File: src/rtl/fetch_pkg.sv
// Shared types and constants for the FETCH sequencer and its tag pipe.
package fetch_pkg;

   typedef enum logic [1:0] {
      IDLE  = 2'd0,
      RUN   = 2'd1,
      HALT  = 2'd2,
      FAULT = 2'd3
   } fetch_state_e;

   // Tags carry a PC wide enough for any supported address width; users
   // keep only the low DEPTHI bits.
   localparam int TAG_PC_W    = 32;
   localparam int INSTR_BYTES = 4;

   typedef struct packed {
      logic                valid;
      logic [TAG_PC_W-1:0] pc;
   } fetch_tag_t;

endpackage

File: src/rtl/fetch_tag_pipe.sv
// Tag shift register that follows each issued address through the
// instruction memory's read latency. A flush empties every stage at once.
module fetch_tag_pipe
   import fetch_pkg::*;
#(
   parameter int MEM_LAT = 2
) (
   input  logic       clk,
   input  logic       rst_n,
   input  logic       flush_i,
   input  fetch_tag_t tag_i,
   output fetch_tag_t tag_o
);

   genvar gi;
   generate
      for (gi = 0; gi < MEM_LAT; gi++) begin : g_stage
         fetch_tag_t stage_q;
         if (gi == 0) begin : g_head
            // First stage captures the tag of the address issued this edge.
            always_ff @(posedge clk or negedge rst_n) begin
               if (!rst_n)       stage_q <= '0;
               else if (flush_i) stage_q <= '0;
               else              stage_q <= tag_i;
            end
         end else begin : g_body
            // Later stages age the tag by one cycle.
            always_ff @(posedge clk or negedge rst_n) begin
               if (!rst_n)       stage_q <= '0;
               else if (flush_i) stage_q <= '0;
               else              stage_q <= g_stage[gi-1].stage_q;
            end
         end
      end
   endgenerate

   assign tag_o = g_stage[MEM_LAT-1].stage_q;

endmodule

File: src/rtl/fetch_sequencer.sv
// FETCH control: owns the PC, tags each fetch through the memory latency,
// and handles replay, redirect/squash, halt and misaligned-redirect faults.
module fetch_sequencer
   import fetch_pkg::*;
#(
   parameter int                DEPTHI   = 16,
   parameter int                MEM_LAT  = 2,
   parameter logic [DEPTHI-1:0] RESET_PC = '0
) (
   input  logic              clk,
   input  logic              rst,
   input  logic              start,
   input  logic              halt_req,
   input  logic              dec_ready,
   input  logic              redirect_valid,
   input  logic [DEPTHI-1:0] redirect_pc,
   output logic [DEPTHI-1:0] pc_out,
   output logic              out_valid,
   output logic [DEPTHI-1:0] out_pc,
   output logic [1:0]        state_o,
   output logic              fault,
   output logic              wrapped,
   output logic [31:0]       fetch_count
);

   fetch_state_e      state_q, state_d;
   logic [DEPTHI-1:0] pc_q, pc_d;
   logic              fault_q, fault_d;
   logic              wrapped_q, wrapped_d;
   logic [31:0]       count_q, count_d;
   logic              issue, flush;
   logic [DEPTHI:0]   pc_sum;
   fetch_tag_t        tag_in, tag_out;

   assign pc_sum = {1'b0, pc_q} + (DEPTHI+1)'(INSTR_BYTES);

   // Next-state logic; RUN events are resolved highest priority first.
   always_comb begin
      state_d   = state_q;
      pc_d      = pc_q;
      fault_d   = fault_q;
      wrapped_d = wrapped_q;
      issue     = 1'b0;
      flush     = 1'b0;
      // An instruction taken on a squash edge is still counted.
      count_d   = count_q;
      if (tag_out.valid && dec_ready && (count_q != 32'hFFFF_FFFF))
         count_d = count_q + 32'd1;

      unique case (state_q)
         IDLE: begin
            if (start) state_d = RUN;
         end
         RUN: begin
            if (halt_req) begin
               state_d = HALT;
               flush   = 1'b1;
            end else if (redirect_valid && (redirect_pc[1:0] != 2'b00)) begin
               state_d = FAULT;
               fault_d = 1'b1;
               flush   = 1'b1;
            end else if (redirect_valid) begin
               pc_d  = redirect_pc;
               flush = 1'b1;
            end else if (tag_out.valid && !dec_ready) begin
               // Refetch the stalled instruction rather than buffer it.
               pc_d  = tag_out.pc[DEPTHI-1:0];
               flush = 1'b1;
            end else begin
               issue = 1'b1;
               pc_d  = pc_sum[DEPTHI-1:0];
               if (pc_sum[DEPTHI]) wrapped_d = 1'b1;
            end
         end
         HALT: begin
            if (start) begin
               pc_d    = RESET_PC;
               state_d = RUN;
            end
         end
         FAULT: begin
         end
         default: state_d = IDLE;
      endcase
   end

   // Architectural state registers.
   always_ff @(posedge clk or negedge rst) begin
      if (!rst) begin
         state_q   <= IDLE;
         pc_q      <= RESET_PC;
         fault_q   <= 1'b0;
         wrapped_q <= 1'b0;
         count_q   <= '0;
      end else begin
         state_q   <= state_d;
         pc_q      <= pc_d;
         fault_q   <= fault_d;
         wrapped_q <= wrapped_d;
         count_q   <= count_d;
      end
   end

   assign tag_in.valid = issue;
   assign tag_in.pc    = TAG_PC_W'(pc_q);

   fetch_tag_pipe #(
      .MEM_LAT (MEM_LAT)
   ) u_tag_pipe (
      .clk     (clk),
      .rst_n   (rst),
      .flush_i (flush),
      .tag_i   (tag_in),
      .tag_o   (tag_out)
   );

   generate
      if (DEPTHI < TAG_PC_W) begin : g_unused
         logic unused_pc_hi;
         assign unused_pc_hi = ^tag_out.pc[TAG_PC_W-1:DEPTHI];
      end
   endgenerate

   assign pc_out      = pc_q;
   assign out_valid   = tag_out.valid;
   assign out_pc      = tag_out.pc[DEPTHI-1:0];
   assign state_o     = state_q;
   assign fault       = fault_q;
   assign wrapped     = wrapped_q;
   assign fetch_count = count_q;

endmodule

File: config.mk
export PLATFORM = sky130hd
export DESIGN_NAME = fetch_sequencer
export DESIGN_NICKNAME = d
export VERILOG_FILES = /design/src/rtl/fetch_pkg.sv /design/src/rtl/fetch_tag_pipe.sv /design/src/rtl/fetch_sequencer.sv
export SDC_FILE = /design/constraint.sdc
export NUM_CORES = 1
export LEC_CHECK = 0
export CAP_MARGIN = 20
export CORE_AREA = 2 2 135 111
export CTS_BUF_LIST = sky130_fd_sc_hd__clkbuf_2
export DETAILED_ROUTE_END_ITERATION = 6
export DIE_AREA = 0 0 137 113
export GPL_TIMING_DRIVEN = 0
export PLACE_DENSITY = 0.53
export SYNTH_ARGS = -nofsm -noshare
export SYNTH_HDL_FRONTEND = slang
export SYNTH_SLANG_ARGS = --single-unit
File: constraint.sdc
create_clock -name clk -period 1.6 [get_ports clk]
set_input_delay 0.4 -clock clk [delete_from_list [all_inputs] [get_ports clk]]
set_output_delay 0.4 -clock clk [all_outputs]
set_load 0.1 [all_outputs]
After elaboration in Yosys (flattened, before gate mapping)
Index checks and enable logic that the tools add are counted.

cells by class
  reduce and logical (&&, ||, !) cells = 14
  $add $sub $neg = 2
  equality and inequality tests = 8
  bitwise operators = 4
  multiplexer cells = 22

operators with widths
  cell                     number
  $mux W16                 5
  $mux W33                 2
  $add A32 B1 Y32 const B  1
  $ne A32 B32 Y1 const B   1
  $pmux W16 S2             1
  $add A16 B3 Y17 const B  1
  $mux W1                  10
  $mux W2                  3
  $ne A2 B2 Y1 const B     3
  $reduce_and A3 Y1        2
  $reduce_and A6 Y1        1
  $reduce_bool A2 Y1       3
  $logic_and A1 B1 Y1      4
  $not A1 Y1               4
  $pmux W2 S2              1
  $reduce_and A4 Y1        1
  $ne A3 B3 Y1 const B     1
  $eq A2 B1 Y1 const B     1
  $eq A2 B2 Y1 const B     1
  $logic_not A2 Y1         1
  $ne A2 B1 Y1 const B     1
  $reduce_or A2 Y1         1
  $logic_not A1 Y1         1

storage, ports and cells
  logic and storage cells = 59
  output and inout bits = 69
  flip-flop bits (word level) = 102
  bits of input ports = 22

Depth between registers and ports, before layout
  depth in word-level cells = 8
  mapped depth = 7
  depth with buffers taken out = 7

Modules after synthesis
From an unflattened synthesis, not the netlist that was laid out.

second synthesis, totals
  cell total of the unflattened synthesis = 468
  area total of the unflattened synthesis = 5,173.7 um2

modules (own cells, without submodules)
  module           instances  cells an instance  area each (um2)  sequential area each (um2)
  fetch_sequencer  1          329                3,046.7          1,301.2
  fetch_tag_pipe   1          139                2,127.0          1,651.6

Worst setup path before layout
No wires, ideal clock.

  kind = reg2reg
  start = register count_q[8], in the netlist fetch_count[8]
  end = register count_q[31], in the netlist fetch_count[31]
  arrival = 2.372 ns
  path buffers = 1
  setup time = 0.128 ns
  setup slack = -0.900 ns
  required time = 1.472 ns
  clock period less this slack = 2.500 ns
  stages on the path, launching flop included = 7
  cell sequence = dfrtp_1 > and4_1 > and4_1 > buf_6 > nand3_4 > nor4_4 > mux2_1

between the ends
  longest elaborated chain between the ends = 2
  elaborated cells on any way between the ends = 3
  classes of those cells = add/sub: 1; eq/ne: 1; reduce/logical: 1

ends and longest elaborated chain
  item                                                                     line                    text
  start: declaration                                                       fetch_sequencer.sv:30   logic [31:0] count_q, count_d;
  start signal: assignment                                                 fetch_sequencer.sv:100  count_q <= count_d;
  parallel branches: the longest is 2 deep, another holds $add A32 B1 Y32  n/a

Several ways; the timed one is not identified.
A chain may end at the register's enable or synchronous reset.

Final worst setup path
  start = register count_q[0], in the netlist fetch_count[0]
  end = register count_q[25], in the netlist fetch_count[25]

Same word-level chain as after synthesis.

==> results.tsv <==
metric	value	unit
Final ANT Viol Nets	0	
first-pass GRT wire length	20700	µm
core area	14100	µm²
chip height	113	µm
final hold violations	0	
DIE AREA	15500	µm²
gr usage total	0.173	
worst setup slack after layout	-0.245	ns
EDFF count, synth	0	
Final Critical Period	1.84	ns
fraction of the mapped netlist area in simple logic gates	0.260	
total power	10.6	mW
maximum capacitance violations	0	
Worst IR Drop VDD	1.05	mV
# setup viols final	107	
WL final	13000	µm
via/cell ratio	4.89	
# diodes	0	
CTS tree	built	
met3 wire length	758	µm
WL met1	5780	µm
Max Slew Vio Count	0	
placed cells	668	
adder-cell share of the synthesized area	0.0180	
Worst R2R Path Depth	7	
syn_area_per_cell	10.6	µm²
top sig layer	met4	
DIE WIDTH	137	µm
mux cell area share after synthesis	0.0102	
GRT Residual Overflow	0	
number of global-route vias before repair	3920	
Required @ worst endpoint	2.07	ns
pwr dens	1370	nW/µm²
CTS buffer count	9	
top achievable clock speed	542	MHz
IO buf count	90	
WP data arrival	2.31	ns
Clk Latency, worst-skew pair	0.57	ns
clk buf depth	2	
status	finished with violations	
Post-DP HPWL	8340	µm
site row count	39	
Post-synth top flop	dfrtp_1	
drt drc	0	
largest net degree at the start of global routing	52	
Mapped Cells	393	
RSZ-0062 raised after global routing	true	
Warnings, synthesis	0	
post-synth cell types	53	
clk_skew	0.0322	ns
xor and xnor area share after synthesis	0.0691	
met2 WL	6330	µm
Final nets	616	
GPL Wtd Cong	0.808	
largest family of logic cells by synthesized area	simple AND/OR/NAND/NOR gates	
Root Buffer	clkbuf_2	
Filler Cell Count	1170	
Async SR Flop Fraction	1.00	
synthesized cell area	4180	µm²
CTS H-tree lvls	3	
Area Growth Syn to Fin	85.6	%
min-delay worst type	in -> async	
syn_nets	421	
wire per inst	16.8	µm
worst relative slew slack	0.562	
Initial Util	0.297	
Critical Path Fanout Max	6	
Pre-antenna DRT Iters	4	
layout cells sized above 1	0.560	
final period utilization	1.15	
drt first-iter violations	175	
clk slew on worst S/H paths	0.24	ns
vias	3800	
Lkg Pwr	3.36	nW
compound-gate portion of the synthesized area	0.104	
synthesis-stage register bit count	86	
initial antenna violation count	0	
CP Class	reg -> reg	
Startpoint Class	flip-flop	
Finished Layout Cells	777	
violated checks	setup timing	
worst slew pin tran	0.650	ns
crit end category	flip-flop	
io pins	91	
CTS sink cnt	86	
share of synthesized area occupied by flip-flops and latches	0.515	
==> where the power goes <==
part           switching (mW)  internal (mW)
clock                   0.792          0.520
combinational            3.61           2.51
sequential              0.504           2.67
==> synthesized netlist by cell type (2+ instances only) <==
cell / count / area (µm²)
dfrtp_1: 86 / 2150
and2_1: 37 / 231
nand2_1: 36 / 135
xnor2_1: 25 / 219
o21ai_0: 21 / 105
nor2_1: 20 / 75.1
nand3_1: 18 / 90.1
nor3_1: 15 / 75.1
nand4_1: 13 / 81.3
a21oi_1: 11 / 55.1
clkbuf_1: 8 / 30.0
xor2_1: 8 / 70.1
and3_1: 7 / 43.8
inv_1: 7 / 26.3
a22o_1: 6 / 52.6
a32oi_1: 6 / 52.6
and4_1: 6 / 52.6
ha_1: 6 / 75.1
a21o_1: 5 / 37.5
o31ai_1: 5 / 37.5
buf_6: 3 / 33.8
nand2b_1: 3 / 18.8
nor4_1: 3 / 18.8
buf_1: 2 / 7.51
mux2_1: 2 / 22.5
mux2i_1: 2 / 20.0
nand4_4: 2 / 42.5
nor3b_2: 2 / 25.0
nor4_4: 2 / 42.5
nor4b_4: 2 / 47.6
o21bai_1: 2 / 15.0
==> metrics by stage <==
step           setup TNS, ns  hold slack [ns]  instance area (µm²)   util  setup slack [ns]
2_1_floorplan          -8.76            0.104                 4550      -            -0.370
5_1_grt               -20.34            0.244                 7760  0.552            -0.327
3_5_place_dp          -69.11            0.410                 5710  0.406            -0.999
3_3_place_gp         -367.70            0.432                 5680  0.404             -3.82
6_report              -10.29            0.287                 7760  0.552            -0.245
4_1_cts               -15.80            0.264                 7340  0.522            -0.269
==> flip-flops by register name (all words and copies together), names as in the netlist <==
register                    cells
wrapped                         1
fetch_count                    32
state_o                         2
u_tag_pipe.tag_o               17
pc_out                         16
fault                           1
u_tag_pipe.g_stage.stage_q     17
==> path summary, 6_finish.rpt <==
path                                                                  start                        endpoint  slack, ns
worst min register to register  u_tag_pipe.g_stage[0].stage_q[12]$_DFF_PN0_  u_tag_pipe.tag_o[12]$_DFF_PN0_       0.47
worst min-delay path                                                    rst     fetch_count[29]$_DFFE_PN0P_       0.29
worst max-delay path                             fetch_count[0]$_DFFE_PN0P_     fetch_count[25]$_DFFE_PN0P_      -0.24
worst max register to register                   fetch_count[0]$_DFFE_PN0P_     fetch_count[25]$_DFFE_PN0P_      -0.24
min in group clk                u_tag_pipe.g_stage[0].stage_q[12]$_DFF_PN0_  u_tag_pipe.tag_o[12]$_DFF_PN0_       0.47
max in group asynchronous                                               rst      fetch_count[9]$_DFFE_PN0P_       0.62
==> per-layer routing <==
layer | track usage | vias up
li1 | - | 1793
met1 | 0.227 | 1875
met2 | 0.277 | 111
met3 | 0.0506 | 21
met4 | 0.0522 | 0
met5 | 0 | -
==> critical path: stages (launching register included) <==
cell and delay, ns:
dfrtp_4 0.52, ha_4 0.18, nand2_4 0.09, nor3b_4 0.24, nand4_4 0.22, buf_12 0.20
nor4b_4 0.12, xor2_1 0.16
==> placed cells by master, fill, tap and decap left out, drive strengths merged, types with 3 or more instances in the layout <==
cell,instances
clkbuf,16
nand2b,3
o21ai,22
nand3,19
nor3,15
and3,7
nor2,21
clkinv,3
nand4,15
o31ai,5
dfrtp,86
nor4b,4
nor3b,3
a21o,5
nand2,37
a21oi,11
and4,7
buf,171
clkdlybuf4s50,19
ha,6
xor2,8
a22o,6
xnor2,25
a32oi,6
and2,37
nor4,6
inv,7
==> cells by family after synthesis <==
group,after synthesis
buf+inv,21
mux,4
xor+xnor,33
fa+ha+maj,6
compound gates,66
flops,86
simple gates,177
==> repair_timing <==
item                       CTS  global route
hold endpoints to repair    35             0
resized for setup          669            49
buffers inserted            74            21
setup endpoints to repair  148           123
hold buffers                 1             0
cloned                       0             1
pin swaps                   30            32
==> final cells by class <==
| class | count | area [µm²] | area share |
|---|---|---|---|
| clock buffer | 10 | 50.0 | 0.00645 |
| timing repair buffer | 187 | 2440 | 0.314 |
| multi-input combinational | 286 | 2500 | 0.323 |
| buffer | 11 | 108 | 0.0139 |
| sequential | 86 | 2310 | 0.297 |
| tap | 184 | 230 | 0.0297 |
| inverter | 7 | 33.8 | 0.00435 |
| clock inverter | 6 | 86.3 | 0.0111 |
No activity file was read; power rests on OpenSTA's default activity.
